**config.mk**
```make
export PLATFORM = sky130hd
export DESIGN_NAME = approx_mult_pipe
export DESIGN_NICKNAME = d
export VERILOG_FILES = /design/src/rtl/approx_mult_pipe.sv
export SDC_FILE = /design/constraint.sdc
export NUM_CORES = 1
export LEC_CHECK = 0
export BUFFER_PORTS_ARGS = -buffer_cell sky130_fd_sc_hd__buf_2
export CORE_MARGIN = 2
export CORE_UTILIZATION = 35
export DETAILED_ROUTE_END_ITERATION = 10
export MAX_ROUTING_LAYER = met4
export PLACE_DENSITY = 0.6
export SYNTH_ARGS = -nofsm -noshare
export SYNTH_HDL_FRONTEND = slang
export SYNTH_SLANG_ARGS = --single-unit
```
**constraint.sdc**
```tcl
create_clock -name clk -period 3.3 [get_ports clk]
set_input_delay 0.825 -clock clk [delete_from_list [all_inputs] [get_ports clk]]
set_output_delay 0.825 -clock clk [all_outputs]
set_load 0.01 [all_outputs]
```
**src/rtl/approx_mult_pipe.sv**
```systemverilog
// Two-stage pipelined signed Baugh-Wooley multiplier with a per-transaction approximate mode.
// In approximate mode the low APPROX_COLS product columns are OR-compressed and produce no carry.
module approx_mult_pipe #(
    parameter int WIDTH       = 8,
    parameter int APPROX_COLS = 6
) (
    input  logic                   clk,
    input  logic                   rst_n,
    input  logic                   in_valid,
    output logic                   in_ready,
    input  logic [WIDTH-1:0]       in_a,
    input  logic [WIDTH-1:0]       in_b,
    input  logic                   in_approx,
    output logic                   out_valid,
    input  logic                   out_ready,
    output logic [2*WIDTH-1:0]     out_y,
    output logic                   out_approx
);

    localparam int PW = 2 * WIDTH;

    if (WIDTH < 4 || WIDTH > 16) begin : g_bad_width
        $error("approx_mult_pipe: WIDTH must be within 4..16");
    end
    if (APPROX_COLS < 0 || APPROX_COLS > WIDTH - 1) begin : g_bad_cols
        $error("approx_mult_pipe: APPROX_COLS must be within 0..WIDTH-1");
    end

    logic          s2_adv;
    logic          s1_adv;
    logic          s1_valid;
    logic          s1_approx;
    logic [PW-1:0] s1_sum;
    logic [PW-1:0] s1_carry;
    logic [PW-1:0] s1_low;

    logic [PW-1:0] acc_s;
    logic [PW-1:0] acc_c;
    logic [PW-1:0] nxt_c;
    logic [PW-1:0] pp_row;
    logic [PW-1:0] low_bits;
    logic          pp_bit;

    assign s2_adv   = !out_valid || out_ready;
    assign s1_adv   = !s1_valid || s2_adv;
    assign in_ready = s1_adv;

    // Rows are folded one at a time through a 3:2 compressor; the sum starts
    // from the Baugh-Wooley correction constants at columns WIDTH and 2*WIDTH-1.
    always_comb begin
        acc_s           = '0;
        acc_s[WIDTH]    = 1'b1;
        acc_s[PW-1]     = 1'b1;
        acc_c           = '0;
        nxt_c           = '0;
        pp_row          = '0;
        low_bits        = '0;
        pp_bit          = 1'b0;
        for (int i = 0; i < WIDTH; i++) begin
            pp_row = '0;
            for (int j = 0; j < WIDTH; j++) begin
                pp_bit = in_a[i] & in_b[j];
                if ((i == WIDTH - 1) != (j == WIDTH - 1)) begin
                    pp_bit = ~pp_bit;
                end
                if (in_approx && ((i + j) < APPROX_COLS)) begin
                    low_bits[i+j] = low_bits[i+j] | pp_bit;
                end else begin
                    pp_row[i+j] = pp_bit;
                end
            end
            nxt_c = ((acc_s & acc_c) | (acc_s & pp_row) | (acc_c & pp_row)) << 1;
            acc_s = acc_s ^ acc_c ^ pp_row;
            acc_c = nxt_c;
        end
    end

    always_ff @(posedge clk or negedge rst_n) begin
        if (!rst_n) begin
            s1_valid   <= 1'b0;
            s1_approx  <= 1'b0;
            s1_sum     <= '0;
            s1_carry   <= '0;
            s1_low     <= '0;
            out_valid  <= 1'b0;
            out_y      <= '0;
            out_approx <= 1'b0;
        end else begin
            if (s1_adv) begin
                s1_valid <= in_valid;
                if (in_valid) begin
                    s1_sum    <= acc_s;
                    s1_carry  <= acc_c;
                    s1_low    <= low_bits;
                    s1_approx <= in_approx;
                end
            end
            if (s2_adv) begin
                out_valid <= s1_valid;
                if (s1_valid) begin
                    // Masked columns are zero in sum and carry, so adding the OR bits cannot carry.
                    out_y      <= s1_sum + s1_carry + s1_low;
                    out_approx <= s1_approx;
                end
            end
        end
    end

endmodule

```
==> impl_metrics.csv <==
group,metric,value,unit
hold_path,whs_endpoint,"out_y[11]",
logic_synthesis,synth_mux_area_share,5.221,%
setup_path,rrSetupSlack,1030,ps
routing,wl_per_cell,13.81,um
pwr,p_per_area,626.1,nW/um2
timing,fin_worst_skew,4.518,ps
clock_tree,clkTransAtPathRegs,60,ps
global_routing,antenna_found_initial,0,
logic_synthesis,yosys_warnings,0,
clock_tree,cts-root-buf,"clkbuf_16",
logic_synthesis,synth-simple-area-share,14.75,%
floorplanning,io_pins,40,
hold_path,min_from,"out_y[11]",
final_layout,area_delta_synth_final,22.23,%
timing,relSlewSlack,28.38,%
final_layout,num_antenna_cells,0,
clock_tree,cts_tree,"done",
final_layout,layout_common_cells,"nand2_1, dfrtp_1, buf_2, fa_2, buf_4",
timing,rsz0062_at_grt,"true",
logic_synthesis,avgSynthCellArea,9.874,um2
hold_path,whs_path_depth,2,
clock_tree,h-tree-depth,2,
floorplanning,std_cell_rows,39,
final_layout,final_common_cell,"nand2_1",
final_layout,drive_gt1_share,36.97,%
final_layout,multi_input_area,2760,um2
timing,layout_setup_ws,-1082,ps
clock_tree,hold_buffers,0,
setup_path,crit_type,"primary input to register",
global_routing,use_met3,1.674,%
timing,setup_viol,15,
routing,via_per_inst,4.849,
outcome,violations,"negative setup slack",
global_routing,grt_use_total,14.51,%
setup_path,r2r-end,"out_y[12]",
global_routing,gr-usage-met2,24.06,%
routing,first_pass_iters,4,
timing,tightest_slew,1074,ps
timing,max_clock_freq,0.2282,GHz
place,numPortBuffers,39,
setup_path,path_max_fanout,3,
floorplanning,fp.dieW,112.2,um
final_layout,nets,557,
place,hpwl,6787,um
timing,finalCriticalPeriod,4382,ps
final_layout,seqCellArea,1251,um2
setup_path,end_kind,"register",
routing,antenna_left,0,
logic_synthesis,netlist_instances,415,
timing,period_share,132.8,%
place,post_dp_cell_area,4634,um2
global_routing,busiest_layer,"met2",
outcome,status,"finished, violations left",
logic_synthesis,synth_adder_area_share,28.95,%
global_routing,grt_first_pass_wirelength,14700,um
setup_path,setup.worst_path.start,"in_b[6]",
routing,drt_iter0_markers,134,
setup_path,cp_data_arrival_time,4550,ps
pwr,p_leak,0.002302,uW
clock_tree,clk_latency,280,ps
setup_path,r2r-start,"s1_low[0]",
place,place_congestion,0.8014,
routing,num_vias,2963,
logic_synthesis,synth_xor_xnor_area_share,2.565,%
routing,route.detailed.drc,0,
global_routing,grt_max_degree,51,
clock_tree,cts_sinks,50,
run,cap_viol_max_count,0,
logic_synthesis,synth_top_family_by_area,"adder cells",
timing,finalHoldViolCount,0,
logic_synthesis,postSynth.asyncResetShare,100.0,%
final_layout,design_area,5009,um2
logic_synthesis,synth_ff_type,"dfrtp_1",
floorplanning,start_util,35.89,%
logic_synthesis,syn_nets,505,
setup_path,cp_data_required_time,3470,ps
setup_path,reg2regPathDepth,9,
setup_path,critPathLaunchType,"primary input",
clock_tree,cts_buffer_depth,2,
hold_path,hold_class,"register to register",
routing,wl,8435,um
timing,final.setup.tns,-10020,ps
global_routing,grt_util_met1,19.09,%
logic_synthesis,ys_types,42,
floorplanning,core_area,11420,um2
pwr,peakVddDrop,0.2977,mV
global_routing,grt-ovfl-total,0,
timing,slew_violations,0,
logic_synthesis,synth_compound_area_share,10.99,%
logic_synthesis,synth_area,4098,um2
global_routing,grt_pass1_vias,3143,
logic_synthesis,yosysSeqAreaShare,30.53,%
floorplanning,fp.dieH,112.2,um
logic_synthesis,synth-seq-cells,50,
floorplanning,fp.dieArea,12590,um2
logic_synthesis,synth_edf_count,0,
clock_tree,cts_buffers,5,
final_layout,nFillCells,1145,
==> kinds of logic (layout without fill, tap and decap cells) <==
logic type | Yosys count | in the layout
muxes | 19 | 19
buffers and inverters | 71 | 124
AOI/OAI and AO/OA | 66 | 66
adders and majority gates | 69 | 69
DFF | 50 | 50
xor gates and xnor gates | 12 | 12
and+or+nand+nor | 128 | 128
==> worst max-delay path, stage by stage <==
cell and delay [ps]:
buf_6 90, and2_4 150, ha_4 260, inv_2 30, fa_2 530, fa_2 450, fa_2 550, fa_2 440
fa_1 480, inv_1 50, fa_2 400, mux2_4 270
==> per-layer routing <==
layer	vias up	part of all wire [%]
met2	55	48
li1	1449	-
met3	9	3.2
met5	-	0
met1	1450	47
met4	0	1.2
==> timing repair <==
item | CTS | global route
buffers inserted | 2 | 0
pin swaps | 25 | 17
gates cloned | 0 | 0
gates resized for setup | 61 | 19
endpoints found under the setup margin | 16 | 16
==> state kept, by name, summed over array words and instances, names as in the netlist <==
name        flops
s1_sum         16
s1_valid        1
s1_low          6
s1_carry        8
out_y          16
out_approx      1
s1_approx       1
out_valid       1
==> worst max-delay path by stage <==
stage / to / slack [ps] / cells after the start
5_1_grt: s1_sum[7] / -1160 / 12
4_1_cts: s1_sum[7] / -1070 / 12
2_1_floorplan: s1_sum[7] / -1310 / 12
3_3_place_gp: s1_sum[8] / -1380 / 13
6_report: s1_sum[7] / -1080 / 12
3_5_place_dp: s1_sum[8] / -1450 / 13
==> synth_stat cells (2+ instances only) <==
| master | count | share of area, % |
|---|---|---|
| nand2b_1 | 5 | 0.76 |
| nand4_1 | 2 | 0.31 |
| buf_2 | 2 | 0.24 |
| a21oi_1 | 7 | 0.85 |
| a21o_1 | 5 | 0.92 |
| nor2b_1 | 5 | 0.76 |
| a31oi_1 | 3 | 0.46 |
| fa_1 | 43 | 21 |
| xor2_1 | 7 | 1.5 |
| a21o_2 | 4 | 0.85 |
| o2111ai_1 | 2 | 0.43 |
| a22oi_1 | 5 | 0.92 |
| xnor2_1 | 5 | 1.1 |
| a21boi_0 | 2 | 0.37 |
| and3b_1 | 2 | 0.43 |
| dfrtp_1 | 50 | 31 |
| clkbuf_1 | 19 | 1.7 |
| and4_1 | 2 | 0.43 |
| ha_1 | 26 | 7.9 |
| nand3_1 | 7 | 0.85 |
| inv_1 | 48 | 4.4 |
| mux2_2 | 19 | 5.2 |
| o21ai_0 | 24 | 2.9 |
| and2_1 | 19 | 2.9 |
| nand3b_1 | 2 | 0.37 |
| a222oi_1 | 2 | 0.49 |
| a221oi_1 | 2 | 0.43 |
| a22o_1 | 3 | 0.64 |
| nand2_1 | 77 | 7.1 |
| nor2_1 | 4 | 0.37 |
==> area by class of cell <==
| type | count | share of cell area (%) |
|---|---|---|
| Clock buffer | 6 | 2.573 |
| Inverter | 48 | 3.597 |
| Multi-Input combinational cell | 294 | 55.11 |
| Tap cell | 143 | 3.572 |
| Sequential cell | 50 | 24.98 |
| Clock inverter | 2 | 0.7494 |
| Timing Repair Buffer | 68 | 9.418 |
==> report_power, final <==
part           total, uW  internal, uW  leakage [uW]  switching [uW]
Sequential           954           825      0.000610             129
Clock                575           358     0.0000771             217
Combinational       1610           787       0.00162             820
==> stage by stage <==
stage / cells / setup WS (ps) / power [uW] / hold slack (ps) / utilization (%)
after global routing: 611 / -1155 / 3444 / 489.6 / 43.86
final: 611 / -1082 / 3136 / 469.5 / 43.86
after global placement: 602 / -1375 / 2435 / 456.6 / 40.59
after detailed placement: 602 / -1452 / 2481 / 466.4 / 40.59
after CTS: 612 / -1066 / 3138 / 481.6 / 43.54
after floorplan: 415 / -1305 / 2060 / 443.1 / -
Note: power is estimated with default switching activity, not from simulation.
